## src/rtl/mdu_iter.sv

```systemverilog
// mdu_iter: iterative radix-2 multiply/divide unit holding the HI/LO registers.
// Ports:
//   clk, rst_n          clock, async active-low reset
//   start, op[1:0]      request and op select (00 mult, 01 multu, 10 div, 11 divu)
//   a, b                operands, only sampled with start in IDLE
//   flush               abort current operation, no done
//   hi_we, lo_we, wdata mthi/mtlo writes, honoured only in IDLE
//   busy, done, dz      status (registered)
//   hi, lo              result registers
module mdu_iter #(
  parameter int unsigned WIDTH = 32
) (
  input  logic             clk,
  input  logic             rst_n,
  input  logic             start,
  input  logic [1:0]       op,
  input  logic [WIDTH-1:0] a,
  input  logic [WIDTH-1:0] b,
  input  logic             flush,
  input  logic             hi_we,
  input  logic             lo_we,
  input  logic [WIDTH-1:0] wdata,
  output logic             busy,
  output logic             done,
  output logic             dz,
  output logic [WIDTH-1:0] hi,
  output logic [WIDTH-1:0] lo
);

  localparam int unsigned CW = $clog2(WIDTH) + 1;
  localparam int unsigned AW = 2 * WIDTH + 1;

  localparam logic [1:0] S_IDLE   = 2'd0;
  localparam logic [1:0] S_CALC   = 2'd1;
  localparam logic [1:0] S_FINISH = 2'd2;

  logic [1:0]       state_q, state_d;
  logic [CW-1:0]    cnt_q, cnt_d;
  logic [AW-1:0]    acc_q, acc_d;
  logic [WIDTH-1:0] opr_q, opr_d;     // |a| for multiply, |b| for divide
  logic             is_div_q, is_div_d;
  logic             divz_q, divz_d;
  logic             sq_q, sq_d;
  logic             sr_q, sr_d;
  logic             busy_q, busy_d;
  logic             done_q, done_d;
  logic             dz_q, dz_d;
  logic [WIDTH-1:0] hi_q, hi_d;
  logic [WIDTH-1:0] lo_q, lo_d;

  // operand magnitudes and signs at start
  logic             a_neg_c, b_neg_c;
  logic [WIDTH-1:0] abs_a_c, abs_b_c;
  // one iteration step
  logic [WIDTH:0]   sum_c;
  logic [AW-1:0]    shl_c;
  logic [WIDTH:0]   rem_sh_c;
  logic [2*WIDTH-1:0] prod_c;
  logic [WIDTH-1:0] quot_c, rem_c;

  // State and datapath registers
  always_ff @(posedge clk or negedge rst_n) begin
    if (!rst_n) begin
      state_q  <= S_IDLE;
      cnt_q    <= '0;
      acc_q    <= '0;
      opr_q    <= '0;
      is_div_q <= 1'b0;
      divz_q   <= 1'b0;
      sq_q     <= 1'b0;
      sr_q     <= 1'b0;
      busy_q   <= 1'b0;
      done_q   <= 1'b0;
      dz_q     <= 1'b0;
      hi_q     <= '0;
      lo_q     <= '0;
    end else begin
      state_q  <= state_d;
      cnt_q    <= cnt_d;
      acc_q    <= acc_d;
      opr_q    <= opr_d;
      is_div_q <= is_div_d;
      divz_q   <= divz_d;
      sq_q     <= sq_d;
      sr_q     <= sr_d;
      busy_q   <= busy_d;
      done_q   <= done_d;
      dz_q     <= dz_d;
      hi_q     <= hi_d;
      lo_q     <= lo_d;
    end
  end

  // Next-state and datapath logic
  always_comb begin
    state_d  = state_q;
    cnt_d    = cnt_q;
    acc_d    = acc_q;
    opr_d    = opr_q;
    is_div_d = is_div_q;
    divz_d   = divz_q;
    sq_d     = sq_q;
    sr_d     = sr_q;
    done_d   = 1'b0;
    dz_d     = dz_q;
    hi_d     = hi_q;
    lo_d     = lo_q;

    a_neg_c  = ~op[0] & a[WIDTH-1];
    b_neg_c  = ~op[0] & b[WIDTH-1];
    abs_a_c  = a_neg_c ? (~a + WIDTH'(1)) : a;
    abs_b_c  = b_neg_c ? (~b + WIDTH'(1)) : b;

    sum_c    = {1'b0, acc_q[2*WIDTH-1:WIDTH]} + {1'b0, opr_q};
    shl_c    = acc_q << 1;
    rem_sh_c = shl_c[2*WIDTH:WIDTH];
    prod_c   = sq_q ? (~acc_q[2*WIDTH-1:0] + (2*WIDTH)'(1)) : acc_q[2*WIDTH-1:0];
    quot_c   = sq_q ? (~acc_q[WIDTH-1:0] + WIDTH'(1)) : acc_q[WIDTH-1:0];
    rem_c    = sr_q ? (~acc_q[2*WIDTH-1:WIDTH] + WIDTH'(1)) : acc_q[2*WIDTH-1:WIDTH];

    // mthi/mtlo; a result in FINISH later overwrites these
    if (state_q == S_IDLE) begin
      if (hi_we) hi_d = wdata;
      if (lo_we) lo_d = wdata;
    end

    if (flush) begin
      state_d = S_IDLE;
    end else begin
      case (state_q)
        S_IDLE: begin
          if (start) begin
            is_div_d = op[1];
            divz_d   = op[1] & (b == '0);
            sq_d     = a_neg_c ^ b_neg_c;
            sr_d     = a_neg_c;
            cnt_d    = '0;
            opr_d    = op[1] ? abs_b_c : abs_a_c;
            acc_d    = {{(WIDTH+1){1'b0}}, (op[1] ? abs_a_c : abs_b_c)};
            state_d  = (op[1] && (b == '0)) ? S_FINISH : S_CALC;
          end
        end
        S_CALC: begin
          if (is_div_q) begin
            // restoring step: shift, trial subtract, set quotient bit
            if (rem_sh_c >= {1'b0, opr_q}) begin
              acc_d = {rem_sh_c - {1'b0, opr_q}, shl_c[WIDTH-1:1], 1'b1};
            end else begin
              acc_d = shl_c;
            end
          end else begin
            // shift-add step; carry lands in the top bit of the upper half
            if (acc_q[0]) acc_d = {1'b0, sum_c, acc_q[WIDTH-1:1]};
            else          acc_d = {1'b0, acc_q[2*WIDTH:1]};
          end
          cnt_d = cnt_q + CW'(1);
          if (cnt_q == CW'(WIDTH - 1)) state_d = S_FINISH;
        end
        S_FINISH: begin
          done_d  = 1'b1;
          state_d = S_IDLE;
          if (divz_q) begin
            dz_d = 1'b1;
          end else begin
            dz_d = 1'b0;
            if (is_div_q) begin
              hi_d = rem_c;
              lo_d = quot_c;
            end else begin
              hi_d = prod_c[2*WIDTH-1:WIDTH];
              lo_d = prod_c[WIDTH-1:0];
            end
          end
        end
        default: state_d = S_IDLE;
      endcase
    end

    busy_d = (state_d != S_IDLE);
  end

  assign busy = busy_q;
  assign done = done_q;
  assign dz   = dz_q;
  assign hi   = hi_q;
  assign lo   = lo_q;

endmodule

```

## config.mk

```make
export PLATFORM = sky130hd
export DESIGN_NAME = mdu_iter
export DESIGN_NICKNAME = d
export VERILOG_FILES = /design/src/rtl/mdu_iter.sv
export SDC_FILE = /design/constraint.sdc
export NUM_CORES = 1
export LEC_CHECK = 0
export CORE_MARGIN = 3
export CORE_UTILIZATION = 40
export DETAILED_ROUTE_END_ITERATION = 7
export SYNTH_ARGS = -nofsm -noshare
export SYNTH_HDL_FRONTEND = slang
export SYNTH_SLANG_ARGS = --single-unit
```

## constraint.sdc

```tcl
create_clock -name clk -period 7.6 [get_ports clk]
set_clock_uncertainty 0.05 [all_clocks]
set_input_delay 1.52 -clock clk [delete_from_list [all_inputs] [get_ports clk]]
set_output_delay 1.52 -clock clk [all_outputs]
set_load 0.005 [all_outputs]
```

======== Word level (Yosys, flattened, before mapping) ========
Index checks and enable logic that the tools add are counted.
W data, S select, Z words.
storage, ports and cells
  output and inout port bits .............. 67
  logic and storage cells ................. 79
  flip-flop bits (word level) ............. 176
cells by class
  reduce and logical (&&, ||, !) cells .... 8
  bitwise operators ....................... 11
  eq/ne operators ......................... 4
  mux-type cells .......................... 34
  $add $sub $neg .......................... 8
  $lt $le $gt $ge ......................... 1
operators by type and width
  kind                     count
  $mux W32                 18
  $mux W65                 3
  $pmux W65 S2             1
  $add A32 B1 Y32 const B  4
  $mux W64                 2
  $not A32 Y32             4
  $add A64 B1 Y64 const B  1
  $not A64 Y64             1
  $add A32 B32 Y33         1
  $ge A33 B32 Y1           1
  $sub A33 B32 Y33         1
  $logic_not A32 Y1        1
  $pmux W6 S2              1
  $mux W2                  4
  $add A6 B1 Y6 const B    1
  $eq A6 B5 Y1 const B     1
  $mux W6                  1
  $reduce_and A3 Y1        2
  $pmux W2 S2              1
  $reduce_bool A2 Y1       2
  $and A1 B1 Y1            3
  $mux W1                  3
  $eq A2 B1 Y1 const B     1
  $eq A2 B2 Y1 const B     1
  6 further kinds          7

======== Longest topological paths before layout ========
  depth after elaboration ................. 7
  mapped depth ............................ 14
  mapped depth without buffers ............ 14

======== Worst setup path before layout ========
Ideal clock, no wire load.
  kind .................................... in2reg
  start ................................... input b[9]
  end ..................................... register opr_q[30]
  cell stages on the path ................. 9
  library setup time ...................... 0.125 ns
  path slack .............................. 3.643 ns
  buffers on the path ..................... 0
  data arrival time ....................... 3.782 ns
  cell sequence ........................... or4_1 -> or3_1 -> or3_1 -> nand2b_1 -> nor4_2 -> a21oi_1 -> xnor2_1 -> mux2i_1 -> mux2_2
between the ends
  cells in the longest elaborated chain, start to end .. 4
ends and longest elaborated chain
  element                 line  text
  start: declaration      18    input logic [WIDTH-1:0] b,
  $not A32 Y32            112   abs_b_c = b_neg_c ? (~b + WIDTH'(1)) : b;
  $add A32 B1 Y32         112
  $mux W32                112
  $mux W32                138   opr_d = op[1] ? abs_b_c : abs_a_c;
  end signal: assignment  81    opr_q <= opr_d;
  end: declaration        40    logic [WIDTH-1:0] opr_q, opr_d;
No other way between the ends.
A chain may end at the register's enable or synchronous reset.

======== Worst setup path after layout ========
  start ................................... register acc_q[37]
  end ..................................... register acc_q[57]
between the ends
  cells in the longest elaborated chain, start to end .. 4
  elaborated cells on any way between the ends .. 7
  classes of those cells .................. 2 x add/sub; 1 x order compare; 4 x mux
ends and longest elaborated chain
  element                                         line      text
  start: declaration                              39        logic [AW-1:0] acc_q, acc_d;
  start signal: assignment                        66        acc_q <= '0;
  start signal: assignment                        80        acc_q <= acc_d;
  $sub A33 B32 Y33, or another cell as far along  147       acc_d = {rem_sh_c - {1'b0, opr_q}, shl_c[WIDTH-1:1], 1'b1};
  $mux W65 or $mux W64 (tied branches)            146, 153
  $mux W65 *                                      144       if (is_div_q) begin
  $pmux W65 S2 *                                  130       case (state_q)
Mark *: on every way between the ends. The rest lies on a longest branch, timed or not.

==> implementation parameters <==
Parameter                              Value

Logic synthesis
  Post-synthesis instance area ... 0.0155 sq mm
  Post-synthesis sequential area ratio ... 28.4%
  Dominant cell type by area after synthesis ... sky130_fd_sc_hd__dfrtp_1
  Primary flip-flop cell chosen by synthesis mapping ... sky130_fd_sc_hd__dfrtp_1
  Net count after synthesis ... 2140
  Post-synthesis average cell area ... 7.88 sq um
  Number of enable-type register cells in the synthesized netlist ... 0
  Synthesized flop and latch total ... 176
  Share of Yosys cell area claimed by the top area cell type ... 28.4%
  Number of warning messages in the yosys log ... 0
  Area contributors post-synth ... sky130_fd_sc_hd__dfrtp_1, sky130_fd_sc_hd__mux2i_1, sky130_fd_sc_hd__o21ai_0
  Async S/R FF share, synth ... 100%
  Number of distinct library cells after synthesis ... 77
  Synthesized instance count ... 1965

Clock network
  CTS max path bufs ... 2
  H-tree levels ... 4
  Number of buffers inserted during clock tree synthesis ... 17
  Clock slew seen by the registers of the worst setup and hold paths ... 70 ps
  Clock sink count ... 176
  TritonCTS clock tree ... built
  Number of hold buffers added after cts ... 0
  Number of cells upsized or downsized after cts ... 0
  Number of buffers inserted to repair setup after CTS ... 0
  Clock network latency to the later pin of the worst-skew pair ... 460 ps
  Library cell used as clock root buffer ... sky130_fd_sc_hd__clkbuf_16

Detailed routing
  Routed wire length ... 55.6 mm
  Routed via count divided by cell count ... 5.85
  Post-detailed-route DRC marker count ... 0
  Vias ... 15089
  Post-DRT Antenna Nets ... 0
  First-pass iteration count of the detailed router ... 6
  Wire length per cell ... 21.6 um
  Initial DRC count ... 1117

Finish
  Number of nets in the layout ... 2231
  Layout-stage area growth over the synthesis result ... 17.0%
  Number of antenna diodes ... 0
  Most used cells in the layout excluding fill and tap cells ... sky130_fd_sc_hd__nand2_1, sky130_fd_sc_hd__o21ai_0, sky130_fd_sc_hd__dfrtp_1
  Utilization after layout ... 47.8%
  Final Instance Area ... 0.0181 sq mm
  Most common cell after layout, fill and taps aside ... sky130_fd_sc_hd__nand2_1
  Proportion of layout cells with a drive suffix above 1 ... 4.49%
  Final cell count without fillers ... 2580

GRT
  Residual overflow from global routing ... 0
  Initial antenna violation count ... 2
  Total GRT Usage ... 26.5%
  Vias in the first global route ... 14142
  Global-route wire length before repair ... 84.9 mm
  Largest net degree at the start of global routing ... 103

Flow run
  Total of max-cap violations ... 0

Placed design
  Half-perimeter wire length after detailed placement ... 42.9 mm
  RePlAce Congestion ... 0.914
  Worst slack at placement ... 2700 ps
  Number of instances in the placed design ... 2548
  Number of port buffers ... 170
  Placed inst area ... 0.0175 sq mm

Power and ir drop
  Peak supply drop ... 0.227 mV
  Power per cell area ... 303 mW/mm^2
  Leakage power of the design ... 7.62 nW

Setup path
  Category of the most critical setup path ... reg2reg
  Ordered list of cells on the worst path ... ha_1, and3_1, nand3_1, a21oi_1, a21o_1, o2bb2ai_1, o311ai_4, buf_4, mux2_2, a222oi_1, o21ai_0
  Required time of the critical path ... 7880 ps
  Setup crit start kind ... flop
  Setup crit end kind ... flop
  Total buffers and inverters traversed by the critical path ... 1
  Crit path max-delay cell type ... sky130_fd_sc_hd__o311ai_4
  Largest stage delay on the critical path ... 840 ps
  CP Max Fanout ... 33
  Dominant delay contributor by cell family on the critical path ... compound AO/OA/AOI/OAI gates
  Data arrival, critical path ... 4860 ps

STA
  Post-route minimum period ... 4580 ps
  Count of pins over their slew limit ... 0
  Worst Slack Setup Final ... 3020 ps
  Worst Max-Slew Pin Slew ... 1130 ps
  RSZ-0062 raised after global routing ... false
  Slew Limit Headroom ... 24.3%
  Hold violation total from the final report ... 0
  Final setup TNS ... 0 ps
  Share of the clock period used by the worst path ... 60.3%
  Top achievable clock speed ... 218 MHz
  Total of endpoints with negative setup slack in the final report ... 0

Worst hold path
  Hold Crit Class ... reg2reg

Floorplanning
  Area of the core ... 0.0379 sq mm
  Die H ... 203 um
  Total die area ... 0.0411 sq mm
  Core Rows ... 71
  Initial Util ... 40.8%
  Die W ... 203 um
  Io pins ... 171

Run status
  Run status ... completed
[cell usage after synthesis (10+ instances only)]
| cell type | instances |
|---|---|
| sky130_fd_sc_hd__a211oi_1 | 29 |
| sky130_fd_sc_hd__a21o_1 | 36 |
| sky130_fd_sc_hd__a21oi_1 | 174 |
| sky130_fd_sc_hd__a22o_1 | 17 |
| sky130_fd_sc_hd__a31oi_1 | 18 |
| sky130_fd_sc_hd__and2_1 | 12 |
| sky130_fd_sc_hd__and3_1 | 11 |
| sky130_fd_sc_hd__buf_1 | 11 |
| sky130_fd_sc_hd__clkbuf_1 | 102 |
| sky130_fd_sc_hd__dfrtp_1 | 176 |
| sky130_fd_sc_hd__ha_1 | 69 |
| sky130_fd_sc_hd__inv_1 | 72 |
| sky130_fd_sc_hd__mux2_2 | 10 |
| sky130_fd_sc_hd__mux2i_1 | 116 |
| sky130_fd_sc_hd__nand2_1 | 225 |
| sky130_fd_sc_hd__nand2b_1 | 16 |
| sky130_fd_sc_hd__nand3_1 | 24 |
| sky130_fd_sc_hd__nand4_1 | 10 |
| sky130_fd_sc_hd__nor2_1 | 160 |
| sky130_fd_sc_hd__nor2b_1 | 23 |
| sky130_fd_sc_hd__nor3_1 | 43 |
| sky130_fd_sc_hd__nor4_1 | 14 |
| sky130_fd_sc_hd__o211ai_1 | 17 |
| sky130_fd_sc_hd__o21a_1 | 10 |
| sky130_fd_sc_hd__o21ai_0 | 216 |
| sky130_fd_sc_hd__o21bai_1 | 12 |
| sky130_fd_sc_hd__o31ai_1 | 23 |
| sky130_fd_sc_hd__or3_1 | 23 |
| sky130_fd_sc_hd__xnor2_1 | 110 |
| sky130_fd_sc_hd__xor2_1 | 60 |
[stage by stage]
stage | hold slack [ps] | total power [mW]
global route | 490 | 5.87
detailed placement | 415 | 4.53
CTS | 430 | 5.45
global placement | 406 | 4.51
floorplan | 392 | 3.55
finish | 432 | 5.49
[per-layer routing]
layer	part of all wire, %	track usage [%]	vias to the layer above	routed length, um
li1	-	-	7222	-
met5	0.038	0	-	21
met2	44	40.8	581	24500
met3	6.8	4.35	89	3770
met1	46	38.0	7193	25600
met4	3.1	8.74	4	1720
[worst paths after layout]
| path | from | end | slack (ps) | depth (start not counted) |
|---|---|---|---|---|
| setup / recovery | acc_q[37]$_DFFE_PN0P_ | acc_q[57]$_DFFE_PN0P_ | 3020 | 11 |
| hold / removal | acc_q[64]$_DFFE_PN0P_ | acc_q[64]$_DFFE_PN0P_ | 430 | 2 |
| setup reg to reg | acc_q[37]$_DFFE_PN0P_ | acc_q[57]$_DFFE_PN0P_ | 3020 | 11 |
| hold reg to reg | acc_q[64]$_DFFE_PN0P_ | acc_q[64]$_DFFE_PN0P_ | 430 | 2 |
| max in group asynchronous | rst_n | is_div_q$_DFFE_PN0P_ | 5230 | 2 |
| min in group asynchronous | rst_n | lo[11]$_DFF_PN0_ | 940 | 1 |
[tightest hold or removal path: cells and delay by family, from the launching register on]
kind,cells,cell delay (ps)
and+or+nand+nor,1,40
DFF,1,340
AOI/OAI and AO/OA,1,70
[layout make-up]
class	instances	area (sq um)
fillers	3789	19800
clock buffers	21	460
flip-flops and latches	176	4410
well taps	511	639
inverters	72	270
clock inverters	11	120
repair buffers	189	1840
multi-input cells	1600	10400
[power breakdown]
part / total (mW) / leakage, nW / internal, mW / switching (mW)
combinational: 3.05 / 5.16 / 1.28 / 1.76
sequential: 1.53 / 2.18 / 1.12 / 0.406
clock: 0.913 / 0.279 / 0.479 / 0.434
[state kept, by name (all words and copies together) (netlist names)]
signal / flops
lo: 32
sr_q: 1
sq_q: 1
busy: 1
hi: 32
state_q: 2
done: 1
cnt_q: 6
is_div_q: 1
acc_q: 65
divz_q: 1
opr_q: 32
dz: 1
[logic make-up after synthesis]
kind of cell	Yosys count	synth area share (%)
AOI/OAI and AO/OA	632	25.0
xor gates and xnor gates	170	9.61
adders and majority gates	71	5.83
buffers and inverters	189	4.73
DFF	176	28.4
muxes	126	8.22
and+or+nand+nor	601	18.2
Note: power is estimated with default switching activity, not from simulation.
